==> config.mk <==
export PLATFORM = sky130hd
export DESIGN_NAME = regfile_port_arbiter
export DESIGN_NICKNAME = d
export VERILOG_FILES = /design/src/rtl/regfile_port_arbiter.sv
export SDC_FILE = /design/constraint.sdc
export NUM_CORES = 1
export LEC_CHECK = 0
export BUFFER_PORTS_ARGS = -buffer_cell sky130_fd_sc_hd__buf_2
export CAP_MARGIN = 10
export CORE_MARGIN = 2
export CORE_UTILIZATION = 44
export CTS_CLUSTER_SIZE = 8
export DETAILED_ROUTE_END_ITERATION = 10
export PLACE_DENSITY = 0.79
export SYNTH_ARGS = -nofsm -noshare
export SYNTH_HDL_FRONTEND = slang
export SYNTH_SLANG_ARGS = --single-unit
==> constraint.sdc <==
create_clock -name clk -period 2.3 [get_ports clk]
set_input_delay 0 -clock clk [delete_from_list [all_inputs] [get_ports clk]]
set_output_delay 0 -clock clk [all_outputs]
set_load 0.02 [all_outputs]
==> src/rtl/regfile_port_arbiter.sv <==
// Four-requester arbiter for one shared register-file read port.
// Round-robin grant with optional bounded lock; read data is registered one cycle after the grant.
module regfile_port_arbiter #(
  parameter int DATA_W   = 32,
  parameter int ADDR_W   = 5,
  parameter int MAX_LOCK = 4
) (
  input  logic                clk,
  input  logic                reset,
  input  logic [3:0]          REQ,
  input  logic [3:0]          LOCK,
  input  logic [4*ADDR_W-1:0] ADDR,
  input  logic [DATA_W-1:0]   RD_DATA,
  output logic [ADDR_W-1:0]   RD_ADDR,
  output logic [3:0]          GNT,
  output logic [DATA_W-1:0]   DATA_OUT,
  output logic                VALID,
  output logic [1:0]          VALID_ID
);

  // state  | meaning
  // IDLE   | plain round-robin from LAST+1
  // LOCKED | LAST keeps the port while it still requests
  typedef enum logic {
    IDLE   = 1'b0,
    LOCKED = 1'b1
  } state_t;

  localparam int CNT_W = (MAX_LOCK < 2) ? 1 : $clog2(MAX_LOCK + 1);

  state_t              state_q, state_d;
  logic [1:0]          last_q, last_d;
  logic [CNT_W-1:0]    cnt_q, cnt_d;
  logic [DATA_W-1:0]   data_q, data_d;
  logic                valid_q, valid_d;
  logic [1:0]          vid_q, vid_d;

  logic [1:0]          win;
  logic [1:0]          idx;
  logic                any_gnt;
  logic                hold;

  // Winner selection: the lock holder keeps the port only while it still requests.
  always_comb begin
    win     = '0;
    idx     = '0;
    any_gnt = 1'b0;
    hold    = (state_q == LOCKED) && REQ[last_q];
    if (hold) begin
      win     = last_q;
      any_gnt = 1'b1;
    end else begin
      for (int k = 1; k <= 4; k++) begin
        idx = last_q + 2'(k);
        if (!any_gnt && REQ[idx]) begin
          win     = idx;
          any_gnt = 1'b1;
        end
      end
    end
    if (reset) begin
      any_gnt = 1'b0;
    end
  end

  always_comb begin
    GNT     = '0;
    RD_ADDR = '0;
    if (any_gnt) begin
      GNT     = 4'b0001 << win;
      RD_ADDR = ADDR[win*ADDR_W +: ADDR_W];
    end
  end

  always_comb begin
    state_d = IDLE;
    last_d  = last_q;
    cnt_d   = '0;
    data_d  = data_q;
    valid_d = 1'b0;
    vid_d   = vid_q;
    if (any_gnt) begin
      data_d  = RD_DATA;
      valid_d = 1'b1;
      vid_d   = win;
      last_d  = win;
      cnt_d   = hold ? (cnt_q + CNT_W'(1)) : CNT_W'(1);
      // Reaching MAX_LOCK drops back to IDLE so the next cycle rotates.
      if (LOCK[win] && (cnt_d < CNT_W'(MAX_LOCK))) begin
        state_d = LOCKED;
      end
    end
  end

  always_ff @(posedge clk) begin
    if (reset) begin
      state_q <= IDLE;
      last_q  <= 2'd3;
      cnt_q   <= '0;
      data_q  <= '0;
      valid_q <= 1'b0;
      vid_q   <= '0;
    end else begin
      state_q <= state_d;
      last_q  <= last_d;
      cnt_q   <= cnt_d;
      data_q  <= data_d;
      valid_q <= valid_d;
      vid_q   <= vid_d;
    end
  end

  assign DATA_OUT = data_q;
  assign VALID    = valid_q;
  assign VALID_ID = vid_q;

  a_gnt_onehot0 : assert property (@(posedge clk) $onehot0(GNT));

endmodule

==> results by stage, run 1 <==
Routing:
- The detailed-routing iteration count for the pre-antenna-repair pass is 4.
- The remaining number of nets flagged by the antenna check after routing is 0.
- The DRC violations left is 0.
- The per-cell routed wire length is 14.9 µm.
- For this block, the initial DRC count from the detailed router was 131.
- For this block, the routed nets add up to 6.40 mm of wire.
- The number of vias per cell after detailed routing is 5.09.
- Summing over every cut layer, the via total after detailed routing is 2183.

Worst setup path:
- For the worst setup path, the data arrival time is 2.31 ns.
- STA classifies the critical path endpoint as an output port.
- The worst setup path is launched from a flop.
- For the worst setup path, the data required time is 2.30 ns.
- The startpoint of the worst setup timing path is last_q[1]$_SDFFE_PP1P_.
- The start-to-end type of the worst setup path is reg2out.
- The worst register-to-register path begins at last_q[1]$_SDFFE_PP1P_.
- In this run the worst path has a maximum fanout of 6.

Pwr:
- The static leakage is 1.57 nW.
- The fraction of power spent switching nets is 33.3%.
- The part of the power in registers is 36.7%.
- The final total power is 2.21 mW.
- The total internal power is 1.47 mW.
- The clock network fraction of design power is 22.7%.
- The highest ir drop seen on vdd is 417 µV.
- The power density over the cells is 704 mW/mm².
- The power share of the combinational group is 40.6%.
- The analysis attributes to net switching a power of 0.735 mW.

Status:
- The run finished, with violations left.
- The checks that failed: setup timing.

GRT:
- For this run the aggregate overflow at the end of global routing stands at 0.
- The via count of the first global-routing pass came to 2064.
- The first global-routing pass estimated 9.39 mm of wire.
- The number of antenna violations at the first check in global routing came to 0.
- Entering global routing, the biggest net connects 39 pins.
- In the global route stage, overall resource usage came out at 23.3%.

Logic synthesis:
- Yosys mapped a number of flops with a built-in enable equal to 0.
- The number of unique standard cell types used by synthesis is 49.
- The number of standard cells after synthesis is 238.
- The number of warnings printed during yosys synthesis is 0.
- The sequential fraction of the synthesis area is 42.2%.
- The average cell area after synthesis is 8.17 µm².
- For this run, the leading register cell type out of synthesis is sky130_fd_sc_hd__dfxtp_1.
- After synthesis, the share of flip-flops with an asynchronous set or reset is 0%.
- The netlist area before placement is 0.00194 mm².
- The number of nets handed over by synthesis was 301.
- Synthesis inferred 41 register bits.

Clock tree:
- After clock tree synthesis, the clock-pin slew on the worst setup and hold paths is 0.08 ns.
- The CTS buffer count is 5.
- TritonCTS built the clock tree.
- The H-tree was split into 2 levels.
- At the later pin of the worst-skew pair, clock insertion delay measures 0.29 ns.
- The clock drives 41 sinks.
- The tree is rooted in a sky130_fd_sc_hd__clkbuf_8.
- The clock passes through at most 2 buffers.

Cells and area:
- Leaving out fill and tap cells, the most frequent cell in the layout is sky130_fd_sc_hd__buf_2.
- For this run, the post-layout net count is 439.
- The library cells used most frequently in the layout, excluding fill and tap cells, are 100 x sky130_fd_sc_hd__buf_2, 67 x sky130_fd_sc_hd__nand2_1, 39 x sky130_fd_sc_hd__dfxtp_1.
- The number of antenna diodes in the final layout is 0.
- The number of standard cells in the layout, taps in and fillers out is 429.
- The synthesis-to-layout area growth is 61.2%.
- The fraction of final layout cells sized beyond drive strength 1 is 40.8%.

STA:
- Setup repair after global routing could not meet its margin everywhere.
- Measured against its own limit, the worst slew margin works out to 64.2%.
- In the finished design, the share of the clock period the worst path needs comes to 100%.
- The number of hold-slack violations in the final timing report is 0.
- The clock period minus worst slack is 2.31 ns.
- The worst setup slack after layout is -0.0113 ns.
- The number of max-slew violations in the final report is 0.
- The slew of the pin with the lowest slew margin is 0.535 ns.
- The setup skew after layout is 0.00712 ns.
- The count of final setup violators is 1.
- Based on the critical path, the design can be clocked at up to 433 MHz.

Placed design:
- At the end of routability-driven placement, the weighted congestion stood at 0.830.
- The cell count after placement is 383.
- Once detailed placement completed, the half-perimeter wirelength came to 3.56 mm.
- During placement, the flow inserted port buffers numbering 105.

Floorplanning:
- Once the floorplan was initialized, standard cells occupied 45.3% of the core.
- The row count is 24.
- During I/O placement, the number of pins put on the boundary was 106.
- The floorplan step set the die width to 70.5 µm.
- The die covers 0.00497 mm².
- The floorplan step set the die height to 70.5 µm.
- The standard cell core area is 0.00429 mm².

Flow run:
- The number of violations of the max-capacitance limit is 0.

Hold path:
- The path class of the lowest-slack min-delay path is in2reg.
- The worst hold path begins at LOCK[0].
final timing paths:
| check | endpoint | slack, ns | cells after the start |
|---|---|---|---|
| setup / recovery | RD_ADDR[3] | -0.01 | 7 |
| hold / removal | state_q$_SDFF_PP0_ | 0.17 | 4 |
| setup reg to reg | state_q$_SDFF_PP0_ | 0.27 | 9 |
| hold reg to reg | DATA_OUT[20]$_SDFFE_PP0P_ | 0.45 | 2 |
final cells by class:
class | instances | area [µm²]
inverter | 3 | 11.3
multi-input combinational | 176 | 1130
clock buffer | 6 | 82.6
clock inverter | 2 | 13.8
timing repair buffer | 149 | 1010
sequential | 41 | 826
tap | 52 | 65.1
fill | 342 | 1160
through the flow:
stage | hold slack, ns | utilization (%) | TNS (ns) | area, µm² | setup WS (ns)
global route | 0.217 | 73.0 | -0.366 | 3130 | -0.115
global placement | 0.244 | 58.2 | 0 | 2500 | 0.323
detailed placement | 0.251 | 58.2 | 0 | 2500 | 0.295
floorplan | 0.133 | - | 0 | 1940 | 0.338
finish | 0.169 | 73.0 | -0.0113 | 3130 | -0.0113
CTS | 0.160 | 68.3 | 0 | 2930 | 0.0223
critical path, stage by stage, from the launching register on:
cell and delay, ns:
sky130_fd_sc_hd__dfxtp_2 0.36, sky130_fd_sc_hd__mux2_4 0.31, sky130_fd_sc_hd__and3_4 0.19, sky130_fd_sc_hd__or4_4 0.54, sky130_fd_sc_hd__nand2_4 0.11, sky130_fd_sc_hd__nand2_4 0.09
sky130_fd_sc_hd__o22ai_1 0.24, sky130_fd_sc_hd__buf_4 0.18
power by group through the flow:
stage / registers (mW) / logic (mW) / clock network [mW]
after CTS: 0.803 / 0.691 / 0.508
after global routing: 0.818 / 0.950 / 0.530
after global placement: 0.818 / 0.634 / 0
final: 0.811 / 0.896 / 0.500
after detailed placement: 0.819 / 0.641 / 0
after floorplan: 0.861 / 0.404 / 0
what timing repair did:
item	4_1_cts	5_1_grt
hold buffers	33	0
buffers inserted	0	3
resized for setup	3	29
pin swaps	0	1
endpoints found under the setup margin	5	7
cloned	0	2
endpoints found under the hold margin	33	0
routing by layer:
layer	track usage, %	wire length (µm)
met3	5.92	384
met1	28.3	2520
met5	0	0
met4	6.62	129
met2	40.5	3360
sequential cells by signal (all words and copies together) (netlist names):
| register | cells |
|---|---|
| VALID_ID | 2 |
| cnt_q | 3 |
| DATA_OUT | 32 |
| VALID | 1 |
| state_q | 1 |
| last_q | 2 |
synth_stat cells (all sizes together), types with 2 or more instances:
cell type | number | area, µm²
buf | 7 | 61.3
nor2 | 8 | 30.0
a21boi | 2 | 15.0
and3 | 4 | 31.3
clkbuf | 11 | 41.3
o22ai | 5 | 31.3
or2 | 2 | 12.5
dfxtp | 41 | 821
a21oi | 37 | 185
mux2i | 14 | 140
mux2 | 2 | 26.3
or4 | 3 | 27.5
nor3 | 4 | 20.0
inv | 3 | 11.3
nand2 | 69 | 262
nand3 | 2 | 10.0
cells by family (layout without fill, tap and decap cells):
| logic type | count (synthesis) | count (layout) | synth area share [%] |
|---|---|---|---|
| fa+ha+maj | 1 | 1 | 0.643 |
| xor+xnor | 1 | 1 | 0.451 |
| compound gates | 56 | 56 | 18.0 |
| mux | 16 | 16 | 8.56 |
| buf+inv | 21 | 160 | 5.86 |
| simple gates | 102 | 102 | 24.3 |
| flops | 41 | 41 | 42.2 |
Power figures use the tool's default switching activity.
==> run 2, diff against run 1 <==
--- a/config.mk
+++ b/config.mk
@@ -13,5 +13,7 @@
 export DETAILED_ROUTE_END_ITERATION = 10
 export PLACE_DENSITY = 0.79
+export SLEW_MARGIN = 40
 export SYNTH_ARGS = -nofsm -noshare
 export SYNTH_HDL_FRONTEND = slang
 export SYNTH_SLANG_ARGS = --single-unit
+export TNS_END_PERCENT = 30
==> constraint.sdc (replaced) <==
create_clock -name clk -period 2.3 [get_ports clk]
set_input_delay 0.115 -clock clk [delete_from_list [all_inputs] [get_ports clk]]
set_output_delay 0.115 -clock clk [all_outputs]
set_load 0.02 [all_outputs]
==> results by stage, run 2 (synthesis results as in run 1) <==
Status:
- The flow ran to the end, but the final reports show violations.
- The checks that failed: setup timing.

STA:
- The count of final setup violators was 5 (+4).
- Setup repair after global routing could not meet its margin everywhere.
- The highest clock rate came to 422 MHz (-2.5%).
- The fraction of the cycle the final worst path needs is 103% (+2.6 points).
- The worst setup slack after layout was -0.0716 ns (-0.0603 ns).
- The setup skew after layout is 0.00360 ns (-0.00352 ns).
- The headroom to the max-slew limit is 51.2% (-13 points).
- The slew of the pin with the lowest slew margin is 0.729 ns (+0.194 ns).
- The clock period minus worst slack came to 2.37 ns (+0.0603 ns).
- The number of max-slew violations in the final report came to 0 (unchanged).
- The hold slack is 0.0607 ns (-0.108 ns).
- The number of hold-slack violations in the final timing report is 0 (unchanged).

Flow run:
- The number of violations of the max-capacitance limit is 0 (unchanged).

GRT:
- The pin count of the biggest net entering global routing is 39 (unchanged).
- The via count of the first global-routing pass is 1903 (-7.8%).
- The number of antenna violations at the first check in global routing came to 0 (unchanged).
- The global routing usage summed across all routing layers was 21.2% (-2.1 points).
- The global-route wire length before repair came to 8.51 mm (-9.3%).
- The overall overflow remaining after global route is 0 (unchanged).

Routing:
- The per-cell routed wire length is 13.4 µm (-9.8%).
- The remaining number of nets flagged by the antenna check after routing is 0 (unchanged).
- The DRC violations left is 0 (unchanged).
- The routed wire length is 5.35 mm (-16%).
- The detailed-routing iteration count for the pre-antenna-repair pass is 6 (+2).
- The number of vias per cell after detailed routing is 5.03 (-1.1%).
- The total number of vias is 2003 (-8.2%).
- The number of DRC markers in iteration 0 is 111 (-15%).

Placed design:
- The half-perimeter wire length after placement was 3.64 mm (+2.2%).
- The cell count after placement is 384 (+0.26%).
- The total of buffers placed on input and output ports is 105 (unchanged).
- The area of placed instances is 0.00251 mm² (+0.30%).
- The final estimated routing congestion in global placement came to 0.860 (+3.6%).
- The setup slack after placement is 0.205 ns (-0.0903 ns).

Clock tree:
- The maximum count of clock buffers along a single path is 2 (unchanged).
- The clock network latency to the later pin of the worst-skew pair is 0.28 ns (about the same).
- The number of H-tree levels is 2 (unchanged).
- The CTS buffer count is 5 (unchanged).
- In this run the clock root is driven by a sky130_fd_sc_hd__clkbuf_8.
- The clock-pin slew reported for the worst setup and hold paths after clock tree synthesis was 0.08 ns (about the same).
- The number of sinks on the clock net is 41 (unchanged).
- TritonCTS built the clock tree.
- The number of hold buffers added after CTS is 0 (-100%).

Worst setup path:
- The required time of the critical path is 2.18 ns (-0.12 ns).
- The largest driver fanout on the critical path is 6 (unchanged).
- The worst setup path is launched from a flop.
- The data arrival time of the critical path is 2.26 ns (-0.05 ns).
- The start-to-end type of the worst setup path is reg2out.
- The kind of capture point of the worst setup path is an output port.

Cells and area:
- The final instance area is 0.00281 mm² (-10%).
- The number of flip-flops in the largest register is 32 (unchanged).
- The number of nets in the final layout is 408 (-7.1%).
- The final-layout fill cell count was 383 (+12%).
- The synthesis-to-layout area growth is 44.4%.
- In the layout the commonest cells are 99 x sky130_fd_sc_hd__buf_2, 67 x sky130_fd_sc_hd__nand2_1, 39 x sky130_fd_sc_hd__dfxtp_1.
- The fraction of final layout cells sized beyond drive strength 1 came to 44.8% (+3.9 points).
- The number of standard cells in the layout, taps in and fillers out came to 398 (-7.2%).
- The antenna diode count was 0 (unchanged).
- The most common library cell in the layout ignoring fill and taps is sky130_fd_sc_hd__buf_2.

Pwr:
- The static leakage is 1.43 nW (-9.2%).
- The final total power is 2.19 mW (-0.77%).
- The highest ir drop seen on vdd is 443 µV (+6.1%).
- The power density over the cells is 780 mW/mm² (+11%).

Floorplanning:
- The full die area came to 0.00497 mm² (unchanged).
- The effective utilization at floorplan is 45.3% (unchanged).
- The die extent in x came to 70.5 µm (unchanged).
- The row count is 24 (unchanged).
- The number of top-level pins is 106 (unchanged).
- The die extent in y came to 70.5 µm (unchanged).
- The standard cell core area is 0.00429 mm² (unchanged).

Hold path:
- The path class of the lowest-slack min-delay path is in2reg.
-- run 2: cell count changes in the layout (fill, tap and decap cells not counted), sizes merged --
cell,before,now
dlygate4sd3,33,0
buf,114,118
clkinv,2,0
clkbuf,8,7
bufinv,0,1
-- run 2: power breakdown --
group	internal (mW)	switching (mW)
Sequential	0.768	0.0363
Clock	0.354	0.237
Combinational	0.381	0.414
-- run 2: area by class of cell --
type / instances / area [µm²] / area share [%]
sequential: 41 / 826 / 29.4
tap: 52 / 65.1 / 2.32
inverter: 3 / 11.3 / 0.401
clock inverter: 1 / 30.0 / 1.07
timing repair buffer: 118 / 666 / 23.7
clock buffer: 7 / 86.3 / 3.07
multi-input combinational: 176 / 1120 / 40.0
-- run 2: routing by layer --
metal  vias to the layer above  part of all wire, %  routed length, µm  global-route usage, %
met5                         -                    0                  0                      0
met4                         0                 0.90                 48                   7.26
met3                         4                  6.8                364                   5.63
met2                        67                   49               2600                   36.3
met1                       907                   44               2340                   25.7
li1                       1025                    -                  -                      -
-- run 2: worst paths after layout --
path                            cells after the start                       from  slack, ns                   endpoint
worst max-delay path                                7     last_q[1]$_SDFFE_PP1P_      -0.07                 RD_ADDR[3]
worst min-delay path                                3                 RD_DATA[0]       0.06   DATA_OUT[0]$_SDFFE_PP0P_
worst max register to register                      7     last_q[1]$_SDFFE_PP1P_       0.26         state_q$_SDFF_PP0_
worst min register to register                      2  DATA_OUT[30]$_SDFFE_PP0P_       0.45  DATA_OUT[30]$_SDFFE_PP0P_
-- run 2: critical path: stages (launching register included) --
cell and delay (ns):
sky130_fd_sc_hd__dfxtp_2 0.35, sky130_fd_sc_hd__mux2_4 0.31, sky130_fd_sc_hd__and3_4 0.16, sky130_fd_sc_hd__or4_4 0.56, sky130_fd_sc_hd__nand2_4 0.12, sky130_fd_sc_hd__nand2_8 0.08, sky130_fd_sc_hd__o22ai_1 0.22, sky130_fd_sc_hd__buf_4 0.18
-- run 2: through the flow --
stage | setup TNS [ns] | util [%]
floorplan | 0 | -
global route | -0.684 | 65.4
finish | -0.124 | 65.4
CTS | -0.00105 | 63.3
global placement | 0 | 58.4
detailed placement | 0 | 58.4
-- run 2: repair_timing --
action / 4_1_cts / 5_1_grt
gates resized for setup: 15 / 18
setup endpoints to repair: 8 / 8
buffers inserted: 4 / 2
pin swaps: 7 / 5
==> run 3, diff against run 2 <==
Settings changed: ABC_AREA set to 1.
==> results by stage, run 3 <==
Floorplanning:
- The standard cell core area is 0.00432 mm² (+0.70%).
- The effective utilization at floorplan was 45.3% (+0.062 points).
- The full die area came to 0.00501 mm² (+0.80%).
- The number of top-level pins is 106 (unchanged).
- The die extent in y is 70.8 µm (+0.40%).
- The row count came to 24 (unchanged).
- The die extent in x came to 70.8 µm (+0.40%).

Cells and area:
- The number of flip-flops in the largest register is 32 (unchanged).
- The number of nets in the final layout came to 413 (+1.2%).
- The fraction of final layout cells sized beyond drive strength 1 came to 57.0% (+12 points).
- The antenna diode count is 0 (unchanged).
- In the layout the commonest cells are 99 x sky130_fd_sc_hd__buf_2, 49 x sky130_fd_sc_hd__nand2_1, 39 x sky130_fd_sc_hd__dfxtp_1.
- Leaving out fill and tap cells, the most frequent cell in the layout is sky130_fd_sc_hd__buf_2.
- Compared with the post-synthesis result, the final layout area differs by 51.2%.
- The final-layout fill cell count is 350 (-8.6%).
- The number of standard cells in the layout, taps in and fillers out is 403 (+1.3%).
- The final instance area is 0.00297 mm² (+5.6%).

GRT:
- The global routing's busiest layer is met2.
- The global routing usage on met3 is 3.99% (-1.6 points).
- The overall overflow remaining after global route came to 0 (unchanged).
- The number of antenna violations at the first check in global routing is 0 (unchanged).
- The global-route wire length before repair is 7.58 mm (-11%).
- The pin count of the biggest net entering global routing was 25 (-36%).
- The met2 capacity usage during global routing was 32.3% (-4.0 points).
- The global routing usage summed across all routing layers was 18.6% (-2.7 points).
- The via count of the first global-routing pass is 1713 (-10%).
- The met1 track demand over resource in global routing is 22.8% (-2.9 points).

STA:
- The sum of negative setup slack came to 0 ns (+0.124 ns).
- The number of max-slew violations in the final report is 0 (unchanged).
- The clock period minus worst slack is 2.29 ns (-0.0832 ns).
- The fraction of the cycle the final worst path needs is 99.5% (-3.6 points).
- Setup repair after global routing could not meet its margin everywhere.
- The count of final setup violators is 0 (-5).
- The hold slack is 0.0283 ns (-0.0325 ns).
- The highest clock rate is 437 MHz (+3.6%).
- The number of hold-slack violations in the final timing report is 0 (unchanged).
- The setup skew after layout is 0.00876 ns (+0.00516 ns).
- The slew of the pin with the lowest slew margin is 0.264 ns (-0.465 ns).
- The headroom to the max-slew limit is 82.4% (+31 points).

Placed design:
- The total of buffers placed on input and output ports was 105 (unchanged).
- The half-perimeter wire length after placement is 3.63 mm (-0.20%).
- The area of placed instances came to 0.00249 mm² (-0.70%).
- The final estimated routing congestion in global placement was 0.928 (+7.9%).
- The cell count after placement is 379 (-1.3%).

Clock tree:
- The number of H-tree levels is 2 (unchanged).
- TritonCTS built the clock tree.
- In this run the clock root is driven by a sky130_fd_sc_hd__clkbuf_8.
- The clock-pin slew reported for the worst setup and hold paths after clock tree synthesis is 0.08 ns (about the same).
- The CTS buffer count came to 5 (unchanged).
- The number of sinks on the clock net came to 41 (unchanged).
- The clock network latency to the later pin of the worst-skew pair came to 0.29 ns (about the same).
- The maximum count of clock buffers along a single path was 2 (unchanged).

Routing:
- The number of vias per cell after detailed routing is 5.09 (+1.2%).
- The remaining number of nets flagged by the antenna check after routing is 0 (unchanged).
- The number of DRC markers in iteration 0 is 66 (-41%).
- The routed wire length is 5.75 mm (+7.3%).
- The detailed-routing iteration count for the pre-antenna-repair pass is 4 (-2).
- The per-cell routed wire length is 14.3 µm (+6.0%).
- The DRC violations left is 0 (unchanged).
- The total number of vias is 2053 (+2.5%).

Logic synthesis:
- The number of unique standard cell types used by synthesis came to 27 (-45%).
- The average cell area after synthesis came to 8.68 µm² (+6.2%).
- The biggest area contributor in the post-synthesis netlist is sky130_fd_sc_hd__dfxtp_1.
- The fraction of synthesis flops using an asynchronous set or reset pin is 0% (unchanged).
- The count of state elements after synthesis is 41 (unchanged).
- The number of warnings printed during yosys synthesis is 0 (unchanged).
- By instance count, the leading cell after synthesis is sky130_fd_sc_hd__nand2_1.
- For this run, the leading register cell type out of synthesis is sky130_fd_sc_hd__dfxtp_1.
- The number of standard cells after synthesis was 226 (-5.0%).
- The sequential fraction of the synthesis area is 41.9% (-0.35 points).
- The number of nets produced by synthesis is 289 (-4.0%).
- After synthesis, the most frequently instantiated cells are 64 x sky130_fd_sc_hd__nand2_1, 41 x sky130_fd_sc_hd__dfxtp_1, 32 x sky130_fd_sc_hd__a22o_1, 18 x sky130_fd_sc_hd__nand2_2, 15 x sky130_fd_sc_hd__nand3_1.
- In the post-synthesis netlist, the biggest area contributors are sky130_fd_sc_hd__dfxtp_1 42%, sky130_fd_sc_hd__a22o_1 14%, sky130_fd_sc_hd__nand2_1 12%.
- The number of flops mapped to enable cells by yosys came to 0 (unchanged).
- The fraction of synthesized cell area taken by the top area cell type is 41.9% (-0.35 points).
- The netlist area before placement is 0.00196 mm² (+0.84%).

Worst setup path:
- The worst setup path is launched from a flop.
- The required time of the critical path came to 2.18 ns (about the same).
- The data arrival time of the critical path is 2.17 ns (-0.09 ns).
- The worst-case register-to-register setup slack was 0.24 ns (-0.02 ns).
- STA classifies the critical path endpoint as an output port.
- The critical path in this run is classified as reg2out.
- The largest driver fanout on the critical path is 8 (+2).

Pwr:
- The highest ir drop seen on vdd was 1190 µV (+170%).
- The power density over the cells is 1580 mW/mm² (+100%).
- The final total power is 4.68 mW (+110%).
- The static leakage is 1.60 nW (+12%).

Flow run:
- The number of violations of the max-capacitance limit is 0 (unchanged).

Hold path:
- In this run the worst hold path is classified as in2reg.

Status:
- The flow ran to the end, and the final reports show no timing, DRC or antenna violations.
run 3: cell types whose count changed in the layout (fill, tap and decap cells not counted), sizes merged, moves of 3 or more:
cell,previous run,this run
a21oi,37,9
or4,3,0
and3,4,0
nand3,2,16
mux2i,14,0
buf,118,126
nand2,69,89
a22o,0,32
o22ai,5,0
inv,3,11
run 3: critical path, cell delays in order, from the launching register on:
cell and delay, ns:
sky130_fd_sc_hd__dfxtp_4 0.43, sky130_fd_sc_hd__inv_8 0.07, sky130_fd_sc_hd__nand2_4 0.07, sky130_fd_sc_hd__nand2_4 0.07
sky130_fd_sc_hd__nand2_2 0.11, sky130_fd_sc_hd__nand2_4 0.09, sky130_fd_sc_hd__o31ai_4 0.30, sky130_fd_sc_hd__nand2_1 0.12
sky130_fd_sc_hd__o21ai_2 0.09, sky130_fd_sc_hd__buf_6 0.15, sky130_fd_sc_hd__nand2_1 0.06, sky130_fd_sc_hd__a21oi_1 0.14
sky130_fd_sc_hd__buf_4 0.16
run 3: worst paths after layout:
check	end	cells past startpoint	start
min	DATA_OUT[11]$_SDFFE_PP0P_	2	RD_DATA[11]
max reg2reg	DATA_OUT[0]$_SDFFE_PP0P_	12	last_q[0]$_SDFFE_PP1P_
max	RD_ADDR[4]	12	last_q[0]$_SDFFE_PP1P_
min reg2reg	cnt_q[0]$_SDFF_PP0_	1	cnt_q[0]$_SDFF_PP0_
run 3: per-layer routing:
metal	part of all wire (%)	up-vias	wire length (µm)
met5	0	-	0
li1	-	1012	-
met4	1.6	0	91
met2	51	93	2920
met3	6.0	10	343
met1	42	938	2390
run 3: layout make-up:
| class | instances | area, µm² | share of cell area [%] |
|---|---|---|---|
| sequential | 41 | 828 | 27.9 |
| clock inverter | 2 | 13.8 | 0.464 |
| timing repair buffer | 126 | 742 | 25.0 |
| tap | 52 | 65.1 | 2.19 |
| clock buffer | 6 | 82.6 | 2.78 |
| inverter | 11 | 53.8 | 1.81 |
| multi-input combinational | 165 | 1180 | 39.8 |
run 3: cell families after synthesis:
logic type                 synth area share (%)
AOI/OAI and AO/OA                          20.1
xor gates and xnor gates                  0.447
adders and majority gates                 0.638
buffers and inverters                      8.36
DFF                                        41.9
and+or+nand+nor                            28.6
run 3: timing repair:
action                                 CTS  global route
pin swaps                                0            28
gates cloned                             0             3
resized for setup                        5            53
endpoints found under the hold margin    0             0
hold buffers                             0             0
buffers inserted                         0            13
setup endpoints to repair                9             9
run 3: stage by stage:
step / util [%] / setup slack [ns]
3_5_place_dp: 57.6 / 0.128
3_3_place_gp: 57.6 / 0.156
4_1_cts: 60.2 / 0.0239
6_report: 68.6 / 0.0115
2_1_floorplan: - / 0.321
5_1_grt: 68.6 / -0.112
run 3: power breakdown:
part	switching, mW	total, mW	internal (mW)
clock	0.252	0.496	0.243
combinational	1.91	3.18	1.27
sequential	0.114	0.999	0.884
total	2.28	4.68	2.40
